===== src/rtl/uart_rx_os.sv =====
// 16x oversampled UART receiver: 2-of-3 mid-bit majority voting, valid/ack output.
// Defining UART_RX_PARITY_EN adds a PARITY bit stage with parity_odd/parity_err ports.

module uart_rx_os #(
    parameter int unsigned DATA_BITS   = 8,
    parameter int unsigned OVERSAMPLE  = 16,
    parameter int unsigned SYNC_STAGES = 2
) (
    input  logic                 clk,
    input  logic                 rst_n,
    input  logic                 os_tick,
    input  logic                 rx,
    output logic [DATA_BITS-1:0] rx_data,
    output logic                 rx_valid,
    input  logic                 rx_ack,
    output logic                 frame_err,
    output logic                 overrun,
`ifdef UART_RX_PARITY_EN
    input  logic                 parity_odd,
    output logic                 parity_err,
`endif
    output logic                 busy
);

    localparam int unsigned TW = $clog2(OVERSAMPLE);
    localparam int unsigned BW = $clog2(DATA_BITS);
    localparam int unsigned M  = OVERSAMPLE / 2;

    localparam logic [TW-1:0] T_LAST = TW'(OVERSAMPLE - 1);
    localparam logic [TW-1:0] T_S0   = TW'(M - 1);
    localparam logic [TW-1:0] T_S1   = TW'(M);
    localparam logic [TW-1:0] T_S2   = TW'(M + 1);
    localparam logic [BW-1:0] B_LAST = BW'(DATA_BITS - 1);

    typedef enum logic [2:0] {
        IDLE   = 3'd0,
        START  = 3'd1,
        DATA   = 3'd2,
`ifdef UART_RX_PARITY_EN
        PARITY = 3'd3,
`endif
        STOP   = 3'd4
    } state_t;

    state_t                 state_q, state_d;
    logic [SYNC_STAGES-1:0] sync_q;
    logic                   rxs;
    logic [TW-1:0]          tick_q, tick_d;
    logic [BW-1:0]          bitcnt_q, bitcnt_d;
    logic [1:0]             samp_q, samp_d;
    logic                   bit_q, bit_d;
    logic [DATA_BITS-1:0]   shreg_q, shreg_d;
    logic                   stop_q, stop_d;
    logic                   brk_q, brk_d;
    logic                   deliver_q, deliver_d;
    logic [DATA_BITS-1:0]   data_d;
    logic                   valid_d, ferr_d, ovr_d, busy_d;
    logic                   vote_c;
`ifdef UART_RX_PARITY_EN
    logic                   par_q, par_d, perr_d;
`endif

    // Input synchronizer; resets to the idle line level.
    always_ff @(posedge clk or negedge rst_n) begin
        if (!rst_n) begin
            sync_q <= '1;
        end else begin
            sync_q <= {sync_q[SYNC_STAGES-2:0], rx};
        end
    end

    assign rxs    = sync_q[SYNC_STAGES-1];
    // Third sample is taken live at count M+1 and voted with the two stored ones.
    assign vote_c = (samp_q[0] & samp_q[1]) | (samp_q[0] & rxs) | (samp_q[1] & rxs);

    always_comb begin
        state_d   = state_q;
        tick_d    = tick_q;
        bitcnt_d  = bitcnt_q;
        samp_d    = samp_q;
        bit_d     = bit_q;
        shreg_d   = shreg_q;
        stop_d    = stop_q;
        brk_d     = brk_q;
        deliver_d = 1'b0;
        data_d    = rx_data;
        valid_d   = rx_valid;
        ferr_d    = frame_err;
        ovr_d     = overrun;
`ifdef UART_RX_PARITY_EN
        par_d     = par_q;
        perr_d    = parity_err;
`endif

        if (os_tick) begin
            if (state_q != IDLE) begin
                tick_d = (tick_q == T_LAST) ? '0 : tick_q + TW'(1);
                if (tick_q == T_S0) samp_d[0] = rxs;
                if (tick_q == T_S1) samp_d[1] = rxs;
                if (tick_q == T_S2) bit_d     = vote_c;
            end
            case (state_q)
                IDLE: begin
                    // After a low stop bit the line must go high before re-arming.
                    if (brk_q) begin
                        if (rxs) brk_d = 1'b0;
                    end else if (!rxs) begin
                        state_d = START;
                        tick_d  = '0;
                    end
                end
                START: begin
                    if (tick_q == T_LAST) begin
                        if (bit_q) begin
                            state_d = IDLE;
                        end else begin
                            state_d  = DATA;
                            bitcnt_d = '0;
                        end
                    end
                end
                DATA: begin
                    if (tick_q == T_LAST) begin
                        shreg_d = {bit_q, shreg_q[DATA_BITS-1:1]};
                        if (bitcnt_q == B_LAST) begin
`ifdef UART_RX_PARITY_EN
                            state_d = PARITY;
`else
                            state_d = STOP;
`endif
                        end else begin
                            bitcnt_d = bitcnt_q + BW'(1);
                        end
                    end
                end
`ifdef UART_RX_PARITY_EN
                PARITY: begin
                    if (tick_q == T_LAST) begin
                        par_d   = bit_q;
                        state_d = STOP;
                    end
                end
`endif
                STOP: begin
                    // Leave at mid stop bit so the next start edge is caught.
                    if (tick_q == T_S2) begin
                        stop_d    = vote_c;
                        brk_d     = ~vote_c;
                        deliver_d = 1'b1;
                        state_d   = IDLE;
                        tick_d    = '0;
                    end
                end
                default: state_d = IDLE;
            endcase
        end

        // Frame delivery and consumer handshake.
        if (deliver_q) begin
            if (!rx_valid || rx_ack) begin
                data_d  = shreg_q;
                ferr_d  = ~stop_q;
                valid_d = 1'b1;
                ovr_d   = 1'b0;
`ifdef UART_RX_PARITY_EN
                perr_d  = par_q ^ (^shreg_q) ^ parity_odd;
`endif
            end else begin
                ovr_d = 1'b1;
            end
        end else if (rx_valid && rx_ack) begin
            valid_d = 1'b0;
            ovr_d   = 1'b0;
        end

        busy_d = (state_d != IDLE);
    end

    always_ff @(posedge clk or negedge rst_n) begin
        if (!rst_n) begin
            state_q    <= IDLE;
            tick_q     <= '0;
            bitcnt_q   <= '0;
            samp_q     <= '0;
            bit_q      <= 1'b0;
            shreg_q    <= '0;
            stop_q     <= 1'b0;
            brk_q      <= 1'b0;
            deliver_q  <= 1'b0;
            rx_data    <= '0;
            rx_valid   <= 1'b0;
            frame_err  <= 1'b0;
            overrun    <= 1'b0;
            busy       <= 1'b0;
`ifdef UART_RX_PARITY_EN
            par_q      <= 1'b0;
            parity_err <= 1'b0;
`endif
        end else begin
            state_q    <= state_d;
            tick_q     <= tick_d;
            bitcnt_q   <= bitcnt_d;
            samp_q     <= samp_d;
            bit_q      <= bit_d;
            shreg_q    <= shreg_d;
            stop_q     <= stop_d;
            brk_q      <= brk_d;
            deliver_q  <= deliver_d;
            rx_data    <= data_d;
            rx_valid   <= valid_d;
            frame_err  <= ferr_d;
            overrun    <= ovr_d;
            busy       <= busy_d;
`ifdef UART_RX_PARITY_EN
            par_q      <= par_d;
            parity_err <= perr_d;
`endif
        end
    end

endmodule


===== config.mk =====
export PLATFORM = sky130hd
export DESIGN_NAME = uart_rx_os
export DESIGN_NICKNAME = d
export VERILOG_FILES = /design/src/rtl/uart_rx_os.sv
export SDC_FILE = /design/constraint.sdc
export NUM_CORES = 1
export LEC_CHECK = 0
export ABC_AREA = 0
export BUFFER_PORTS_ARGS = -buffer_cell sky130_fd_sc_hd__buf_2
export CAP_MARGIN = 20
export CORE_ASPECT_RATIO = 0.7
export CORE_MARGIN = 2
export CORE_UTILIZATION = 30
export CTS_BUF_LIST = sky130_fd_sc_hd__clkbuf_2
export DETAILED_ROUTE_END_ITERATION = 7
export SKIP_LAST_GASP = 1
export SYNTH_ARGS = -nofsm -noshare
export SYNTH_HDL_FRONTEND = slang
export SYNTH_SLANG_ARGS = --single-unit

===== constraint.sdc =====
create_clock -name clk -period 1.6 [get_ports clk]
set_input_delay 0.08 -clock clk [delete_from_list [all_inputs] [get_ports clk]]
set_output_delay 0.08 -clock clk [all_outputs]
set_load 0.01 [all_outputs]

==> summary.log, run 1 <==
INFO  drt            vias=1171
INFO  clocking       clock_path_buffers=2
INFO  critical_path  worstPathRequired=1.89ns
INFO  drt            final_antenna_net_count=0
INFO  place          dpl_worst_slack=-0.0899ns
INFO  clocking       cts_made_buffers=5
INFO  sta            setup_viol=4
INFO  die            core_area=0.00570mm2
INFO  layout         syn_to_final_growth=25.1%
INFO  sta            period_utilization=102%
INFO  critical_path  critical_path.reg2reg.startpoint=state_q[0]
INFO  critical_path  crit_path_end_kind=flip-flop
INFO  yosys          yosysSeqAreaShare=54.0%
INFO  grt            first_global_vias=1004
INFO  job            drv.max_cap_violation_count=0
INFO  sta            unrepaired_setup_endpoints_after_global_routing=true
INFO  drt            top_signal_layer_used=met4
INFO  clocking       worst_skew_pair.late_latency=0.40ns
INFO  place          instance_area_at_placement=0.00202mm2
INFO  yosys          yosysWarnings=0
INFO  drt            vias_per_cell=4.61
INFO  die            pin_count=17
INFO  critical_path  critPathLaunch=state_q[0]
INFO  layout         post-route-cell-area=0.00221mm2
INFO  layout         design.final.nets=189
INFO  yosys          syn_area_cell=12.8um2
INFO  die            die_area=0.00653mm2
INFO  grt            gr-usage-all-layers=9.82%
INFO  grt            antenna_found_initial=0
INFO  sta            finalHoldWorstSlack=0.0484ns
INFO  sta            max_freq=615MHz
INFO  status         violations=setup timing
INFO  sta            hold_viol_final=0
INFO  sta            max-slew-margin-rel=67.9%
INFO  sta            finalClockSkew=0.0210ns
INFO  sta            layout_setup_ws=-0.0272ns
INFO  drt            drc=0
INFO  critical_path  timing_worst_setup_path_type=reg2reg
INFO  sta            fin_setup_tns=-0.0487ns
INFO  yosys          seq_cells_post_synth=38
INFO  clocking       cts_root_buffer=clkbuf_2
INFO  clocking       htree_levels=2
INFO  status         outcome=complete, but fails checks
INFO  grt            grt_overflow_total=0
INFO  clocking       cts_num_sinks=38
INFO  place          placed_wire_length_estimate=2.23mm
INFO  die            rows=23
INFO  layout         antenna_cells=0
INFO  critical_path  critPathMaxFanout=4
INFO  drt            firstDrtPassIters=4
INFO  die            start_util=31.0%
INFO  drt            drt-wirelength-per-cell=12.6um
INFO  critical_path  startpoint_type=flip-flop
INFO  grt            largest_net_degree_at_the_start_of_global_routing=39
INFO  layout         finalNonFillerCells=254
INFO  clocking       tritoncts=yes
INFO  power          p_leak=1.04nW
INFO  drt            met3RoutedLength=114um
INFO  clocking       clk_pin_slew_worst_paths=0.17ns
INFO  critical_path  worstPathArrival=1.91ns
INFO  yosys          synthDistinctLibCells=39
INFO  power          power.ir.vdd_worst=0.321mV
INFO  yosys          synthesis.area=0.00177mm2
INFO  critical_path  cp_slowest_cell=dfrtp_1
INFO  yosys          syn_inst=138
INFO  yosys          synth_ff_type=dfrtp_1
INFO  critical_path  cp_slowest_stage_delay=0.49ns
INFO  yosys          postSynthNetCount=149
INFO  power          ratio_of_total_power_to_cell_area=1050mW/mm2
INFO  sta            maxSlewViolCount=0
INFO  power          power=2.32mW
INFO  die            die_y=68.2um
INFO  sta            final_period_minus_worst_setup_slack=1.63ns
INFO  critical_path  path_cells=or3b_4 -> nor3_2 -> o211a_4 -> mux2_4
INFO  yosys          synth_enable_flop_cells=0
INFO  die            die_width=95.7um
INFO  min_path       startpoint_of_the_worst_hold_path=os_tick
INFO  place          gpl.final_weighted_congestion=0.809
INFO  place          dpl.cell_count=239
INFO  yosys          synth_async_sr_flop_share=100%
INFO  min_path       worst_hold_path_type=in2reg
INFO  sta            tightest_slew=0.482ns
INFO  drt            route.met2.wl=1.27mm
INFO  place          buffer_ports.inserted=16
INFO  drt            detail_route.iter0.violations=38
INFO  layout         layout_cell_share_with_drive_strength_beyond_1=48.6%
INFO  drt            route.final.wire_length=3.20mm
INFO  drt            met1Wirelength=1.77mm
INFO  grt            first_pass_grt_wire_length=4.81mm
INFO  layout         utilization=38.8%
[area by class of cell]
cell class | instances | area (um2)
repair buffers | 39 | 280
fillers | 569 | 3490
well taps | 75 | 93.8
inverters | 6 | 22.5
clock inverters | 1 | 3.75
clock buffers | 7 | 35.0
flip-flops and latches | 38 | 955
multi-input cells | 88 | 821
[kinds of logic after synthesis]
family                     after synthesis  share of synthesized area, %
buffers and inverters                   12                          4.04
DFF                                     38                          54.0
adders and majority gates                7                          4.82
muxes                                   24                          15.3
AOI/OAI and AO/OA                       18                          7.15
and+or+nand+nor                         37                          13.7
xor gates and xnor gates                 2                         0.992
[routing by layer]
layer / up-vias / GRT usage [%]
met3: 6 / 3.30
met4: 0 / 3.21
li1: 576 / -
met1: 569 / 15.0
met5: - / 0
met2: 20 / 12.7
[sequential cells by signal (all words and copies together), names as in the netlist]
| name | flops |
|---|---|
| rx_data | 8 |
| shreg_q | 8 |
| tick_q | 4 |
| bitcnt_q | 3 |
| state_q | 3 |
| samp_q | 2 |
| sync_q | 2 |
| bit_q | 1 |
| brk_q | 1 |
| busy | 1 |
| deliver_q | 1 |
| frame_err | 1 |
| overrun | 1 |
| rx_valid | 1 |
| stop_q | 1 |
[cells in the mapped netlist, types with 2 or more instances]
library cell,count,share of area (%)
a21oi_1,4,1.1
mux2_2,20,13
nand4_1,2,0.71
dfrtp_1,36,51
mux2i_1,3,1.7
nand4b_1,3,1.5
ha_1,6,4.2
nor2_1,6,1.3
nor2b_1,2,0.71
nand2_1,7,1.5
nand2b_1,3,1.1
o21ai_0,6,1.7
nand3_1,5,1.4
dfstp_2,2,3.0
xor2_1,2,0.99
buf_2,3,0.85
inv_1,6,1.3
[layout by cell type, fill, tap and decap left out, types with 3 or more instances in the layout]
cell type,netlist,final
dfrtp_1,36,35
mux2_2,20,20
buf_4,1,17
buf_2,3,16
nand2_1,7,7
clkbuf_2,0,7
nor2_1,6,6
inv_1,6,5
o21ai_0,6,5
nand2b_1,3,3
nand4b_1,3,3
nand3_2,1,3
nand3_1,5,3
mux2i_1,3,3
dlygate4sd3_1,0,3
[worst max-delay path: cells and delay by family, from the launching register on]
family | cells | cell delay, ns
AO/OA/AOI/OAI | 1 | 0.19
AND/OR/NAND/NOR | 2 | 0.56
multiplexers | 1 | 0.29
flip-flops | 1 | 0.49
[power by group]
| group | switching (mW) | internal (mW) | total, mW |
|---|---|---|---|
| clock network | 0.309 | 0.117 | 0.426 |
| logic | 0.305 | 0.358 | 0.663 |
| registers | 0.146 | 1.08 | 1.23 |
[path summary, 6_finish.rpt]
path                                     to  slack, ns  cells after the start
worst max-delay path            bitcnt_q[0]      -0.03                      4
max in group asynchronous         sync_q[1]       0.98                      3
worst min register to register    sync_q[1]       0.37                      0
min in group asynchronous        rx_data[0]       0.24                      3
worst min-delay path              tick_q[0]       0.05                      3
worst max register to register  bitcnt_q[0]      -0.03                      4
[repair_timing]
action,4_1_cts,5_1_grt
setup endpoints to repair,9,20
pin swaps,2,8
hold buffers,3,0
endpoints found under the hold margin,39,0
buffers inserted,2,2
gates resized for setup,6,15
(Power assumes the default switching activity.)
==> run 2, diff against run 1 <==
--- a/config.mk
+++ b/config.mk
@@ -9,7 +9,7 @@
 export BUFFER_PORTS_ARGS = -buffer_cell sky130_fd_sc_hd__buf_2
 export CAP_MARGIN = 20
 export CORE_ASPECT_RATIO = 0.7
-export CORE_MARGIN = 2
+export CORE_MARGIN = 5
 export CORE_UTILIZATION = 30
 export CTS_BUF_LIST = sky130_fd_sc_hd__clkbuf_2
 export DETAILED_ROUTE_END_ITERATION = 7
==> summary.log, run 2 (synthesis gave the netlist of run 1 again) <==
INFO  die            rows=23
INFO  critical_path  critPathMaxFanout=7
INFO  drt            final_antenna_net_count=0
INFO  clocking       cts_root_buffer=clkbuf_2
INFO  drt            drc=0
INFO  min_path       hold_depth=2
INFO  layout         design.final.nets=186
INFO  die            pin_count=17
INFO  clocking       clk_pin_slew_worst_paths=0.18ns
INFO  drt            detail_route.iter0.violations=53
INFO  sta            hold_viol_final=0
INFO  critical_path  worstPathArrival=1.90ns
INFO  grt            first_pass_grt_wire_length=5.52mm
INFO  die            start_util=30.8%
INFO  place          buffer_ports.inserted=16
INFO  sta            finalClockSkew=0.00615ns
INFO  critical_path  startpoint_type=flip-flop
INFO  drt            vias=1178
INFO  clocking       cts_num_sinks=38
INFO  power          ratio_of_total_power_to_cell_area=1150mW/mm2
INFO  grt            largest_net_degree_at_the_start_of_global_routing=39
INFO  layout         utilization=39.4%
INFO  status         violations=setup timing
INFO  power          power.ir.vdd_worst=0.648mV
INFO  grt            gr-usage-all-layers=9.44%
INFO  drt            vias_per_cell=4.69
INFO  die            die_width=102um
INFO  sta            period_utilization=101%
INFO  sta            final_period_minus_worst_setup_slack=1.62ns
INFO  critical_path  timing_worst_setup_path_type=reg2reg
INFO  die            core_area=0.00573mm2
INFO  place          placed_wire_length_estimate=2.23mm
INFO  layout         layout.cells.most_common=dfrtp_1
INFO  layout         registers_with_the_highest_flip_flop_counts=rx_data: 8 flops, shreg_q: 8 flops, tick_q: 4 flops
INFO  layout         post-route-cell-area=0.00225mm2
INFO  sta            max-slew-margin-rel=68.2%
INFO  layout         antenna_cells=0
INFO  grt            grt_overflow_total=0
INFO  die            die_y=74.2um
INFO  critical_path  crit_path_end_kind=flip-flop
INFO  sta            max_freq=617MHz
INFO  drt            firstDrtPassIters=4
INFO  layout         syn_to_final_growth=27.6%
INFO  clocking       tritoncts=yes
INFO  clocking       worst_skew_pair.late_latency=0.37ns
INFO  layout         layout_cell_share_with_drive_strength_beyond_1=47.2%
INFO  critical_path  worstPathRequired=1.88ns
INFO  place          dpl_worst_slack=-0.0540ns
INFO  sta            maxSlewViolCount=0
INFO  grt            antenna_found_initial=0
INFO  sta            unrepaired_setup_endpoints_after_global_routing=true
INFO  power          p_leak=1.05nW
INFO  die            die_area=0.00755mm2
INFO  drt            drt-wirelength-per-cell=12.5um
INFO  job            drv.max_cap_violation_count=0
INFO  clocking       clock_path_buffers=2
INFO  sta            setup_viol=3
INFO  clocking       cts_made_buffers=5
INFO  drt            route.final.wire_length=3.15mm
INFO  clocking       htree_levels=2
INFO  place          instance_area_at_placement=0.00203mm2
INFO  sta            layout_setup_ws=-0.0200ns
INFO  critical_path  worst_r2r_path_depth=4
INFO  status         outcome=complete, but fails checks
INFO  sta            tightest_slew=0.477ns
INFO  place          dpl.cell_count=238
INFO  sta            finalHoldWorstSlack=0.0736ns
INFO  grt            first_global_vias=1185
INFO  place          gpl.final_weighted_congestion=0.822
INFO  layout         finalNonFillerCells=251
INFO  min_path       worst_hold_path_type=in2reg
INFO  layout         layout_common_cells=dfrtp_1 (35), mux2_2 (20), buf_2 (16)
[run 2: cell types whose count changed in the layout (fill, tap and decap cells not counted), moves of 2 or more]
cell / before / now
bufinv_16: 0 / 2
buf_4: 17 / 14
clkbuf_2: 7 / 5
o21ai_1: 0 / 2
[run 2: metrics by stage]
step	TNS (ns)	total power, mW
after floorplan	-0.00211	1.60
after global placement	-0.0534	1.80
after detailed placement	-0.124	1.81
after CTS	-0.0132	2.57
after global routing	-0.745	2.78
final	-0.0425	2.60
[run 2: area by class of cell]
type                       count  area, um2
multi-input combinational     88        828
tap                           75       93.8
timing repair buffer          36        267
sequential                    38        955
clock buffer                   5       25.0
clock inverter                 3       63.8
fill                         540       3470
inverter                       6       22.5
[run 2: final timing paths]
| kind | startpoint | to | slack, ns |
|---|---|---|---|
| max reg2reg | state_q[0] | samp_q[0] | -0.02 |
| min | os_tick | state_q[1] | 0.07 |
| max in group asynchronous | rst_n | sync_q[0] | 0.98 |
| max | state_q[0] | samp_q[0] | -0.02 |
| min reg2reg | sync_q[0] | sync_q[1] | 0.37 |
| min in group asynchronous | rst_n | overrun | 0.25 |
[run 2: report_power, final]
group	internal [mW]	leakage, nW	total (mW)	switching (mW)
Sequential	1.08	0.496	1.23	0.149
Combinational	0.354	0.499	0.647	0.293
Clock	0.416	0.0506	0.722	0.306
[run 2: worst max-delay path, cell delays in order, from the launching register on]
cell      delay, ns
dfrtp_1        0.48
buf_4          0.19
o31a_2         0.39
nand4b_1       0.13
mux2_2         0.34
[run 2: timing repair]
item                                    CTS  global route
hold buffers                              3             0
pin swaps                                 1             5
buffers inserted                          1             1
hold endpoints to repair                 39             0
gates resized for setup                   5            16
endpoints found under the setup margin    8            19
[run 2: routing by layer]
metal	part of all wire [%]	GRT usage, %
met5	0	0
met4	1.3	3.54
met3	3.7	2.53
met2	46	13.9
met1	49	13.3
==> run 3, diff against run 2 <==
--- a/config.mk
+++ b/config.mk
@@ -8,11 +8,12 @@
 export ABC_AREA = 0
 export BUFFER_PORTS_ARGS = -buffer_cell sky130_fd_sc_hd__buf_2
 export CAP_MARGIN = 20
-export CORE_ASPECT_RATIO = 0.7
 export CORE_MARGIN = 5
 export CORE_UTILIZATION = 30
 export CTS_BUF_LIST = sky130_fd_sc_hd__clkbuf_2
+export CTS_CLUSTER_DIAMETER = 60
 export DETAILED_ROUTE_END_ITERATION = 7
+export MAX_ROUTING_LAYER = met4
 export SKIP_LAST_GASP = 1
 export SYNTH_ARGS = -nofsm -noshare
 export SYNTH_HDL_FRONTEND = slang
==> summary.log, run 3 (synthesis gave the netlist of run 1 again) <==
INFO  grt            first_global_vias=1185
INFO  clocking       cts_made_buffers=5
INFO  job            drv.max_cap_violation_count=0
INFO  critical_path  worstPathArrival=1.89ns
INFO  drt            route.final.wire_length=3.26mm
INFO  layout         sequential_cell_area=957um2
INFO  place          gpl.final_weighted_congestion=0.802
INFO  layout         antenna_cells=0
INFO  power          power_frac_comb=26.0%
INFO  power          power_switching_share=28.9%
INFO  sta            maxSlewViolCount=0
INFO  layout         multi_input_area=812um2
INFO  min_path       hold_depth=2
INFO  layout         layout_cell_share_with_drive_strength_beyond_1=49.7%
INFO  sta            unrepaired_setup_endpoints_after_global_routing=true
INFO  layout         registers_with_the_highest_flip_flop_counts=rx_data: 8 flops, shreg_q: 8 flops, tick_q: 4 flops
INFO  drt            vias=1147
INFO  clocking       clk_pin_slew_worst_paths=0.19ns
INFO  power          seqPwrFrac=46.5%
INFO  layout         nFillCells=575
INFO  power          power.ir.vdd_worst=0.553mV
INFO  drt            drt-wirelength-per-cell=12.7um
INFO  sta            period_utilization=101%
INFO  die            die_width=86.7um
INFO  critical_path  worstPathRequired=1.88ns
INFO  sta            hold_viol_final=0
INFO  power          p_clk_share=27.5%
INFO  critical_path  critPathMaxFanout=7
INFO  die            rows=28
INFO  clocking       clock_path_buffers=2
INFO  clocking       tritoncts=yes
INFO  grt            gr-usage-all-layers=9.74%
INFO  min_path       worst_hold_path_type=in2reg
INFO  critical_path  timing_worst_setup_path_type=reg2reg
INFO  drt            drc=0
INFO  grt            antenna_found_initial=0
INFO  power          netSwitchingPower=763uW
INFO  clocking       htree_levels=2
INFO  sta            max-slew-margin-rel=72.2%
INFO  place          buffer_ports.inserted=16
INFO  sta            layout_setup_ws=-0.0102ns
INFO  power          p_leak=1.07nW
INFO  drt            detail_route.iter0.violations=64
INFO  drt            final_antenna_net_count=0
INFO  critical_path  startpoint_type=flip-flop
INFO  grt            largest_net_degree_at_the_start_of_global_routing=16
INFO  drt            firstDrtPassIters=3
INFO  critical_path  crit_path_end_kind=flip-flop
INFO  drt            vias_per_cell=4.48
INFO  place          placed_wire_length_estimate=2.38mm
INFO  sta            finalClockSkew=0.0227ns
INFO  sta            final_period_minus_worst_setup_slack=1.61ns
INFO  sta            finalHoldWorstSlack=0.0827ns
INFO  die            pin_count=17
INFO  place          instance_area_at_placement=0.00202mm2
INFO  clocking       worst_skew_pair.late_latency=0.37ns
INFO  die            die_area=0.00752mm2
INFO  grt            first_pass_grt_wire_length=5.65mm
INFO  clocking       cts_num_sinks=38
INFO  clocking       cts_root_buffer=clkbuf_2
INFO  layout         layout.cells.most_common=dfrtp_1
INFO  die            die_y=86.7um
INFO  critical_path  worst_r2r_path_depth=4
INFO  grt            grt_overflow_total=0
INFO  layout         layout_common_cells=dfrtp_1 (33), mux2_2 (20), buf_4 (20)
INFO  layout         design.final.nets=191
INFO  power          power.internal=1.88mW
INFO  layout         syn_to_final_growth=28.3%
INFO  status         outcome=complete, but fails checks
INFO  sta            max_freq=621MHz
INFO  power          ratio_of_total_power_to_cell_area=1170mW/mm2
INFO  die            core_area=0.00582mm2
INFO  die            start_util=30.4%
INFO  status         violations=setup timing
INFO  layout         post-route-cell-area=0.00227mm2
INFO  sta            setup_viol=2
INFO  sta            tightest_slew=0.416ns
[run 3: area by class of cell]
class	count	area share, %
Inverter	6	0.994
Timing Repair Buffer	41	12.9
Sequential cell	38	42.2
Clock inverter	3	2.82
Clock buffer	5	1.10
Multi-Input combinational cell	88	35.8
Tap cell	75	4.14
[run 3: worst paths after layout]
path,from,to,slack [ns]
worst max-delay path,state_q[1],bitcnt_q[0],-0.01
worst min-delay path,os_tick,state_q[1],0.08
worst max register to register,state_q[1],bitcnt_q[0],-0.01
worst min register to register,sync_q[0],sync_q[1],0.37
max in group asynchronous,rst_n,sync_q[1],0.92
min in group asynchronous,rst_n,shreg_q[3],0.10
[run 3: metal layers]
metal  track usage [%]  wire length (um)
met1              12.4              1580
met2              15.2              1570
met5                 -                 0
met3              1.71                75
met4              4.25                35
[run 3: what timing repair did]
item                                   CTS  global route
pin swaps                                2             6
cloned                                   0             0
resized for setup                        5            15
hold buffers                             3             0
setup endpoints to repair                8            11
endpoints found under the hold margin   39             0
buffers inserted                         3             4
[run 3: metrics by stage]
step / setup WS, ns / setup TNS [ns] / util, % / instances / power [mW]
2_1_floorplan: -0.00211 / -0.00211 / - / 138 / 1.60
3_3_place_gp: -0.00287 / -0.00287 / 34.7 / 238 / 1.76
3_5_place_dp: -0.0427 / -0.0857 / 34.7 / 238 / 1.78
4_1_cts: -0.00834 / -0.00834 / 37.3 / 252 / 2.54
5_1_grt: -0.0748 / -0.538 / 39.0 / 256 / 2.80
6_report: -0.0102 / -0.0181 / 39.0 / 256 / 2.64
[run 3: power groups by stage]
stage	logic, mW	clock network (mW)	registers (mW)
floorplan	0.428	0	1.17
detailed placement	0.541	0	1.24
global route	0.762	0.783	1.25
global placement	0.523	0	1.24
finish	0.686	0.725	1.23
CTS	0.572	0.746	1.22
[run 3: critical path, cell delays in order, from the launching register on]
cell	delay, ns
dfrtp_2	0.51
buf_4	0.16
nor4b_4	0.35
o211a_4	0.22
mux2_4	0.29
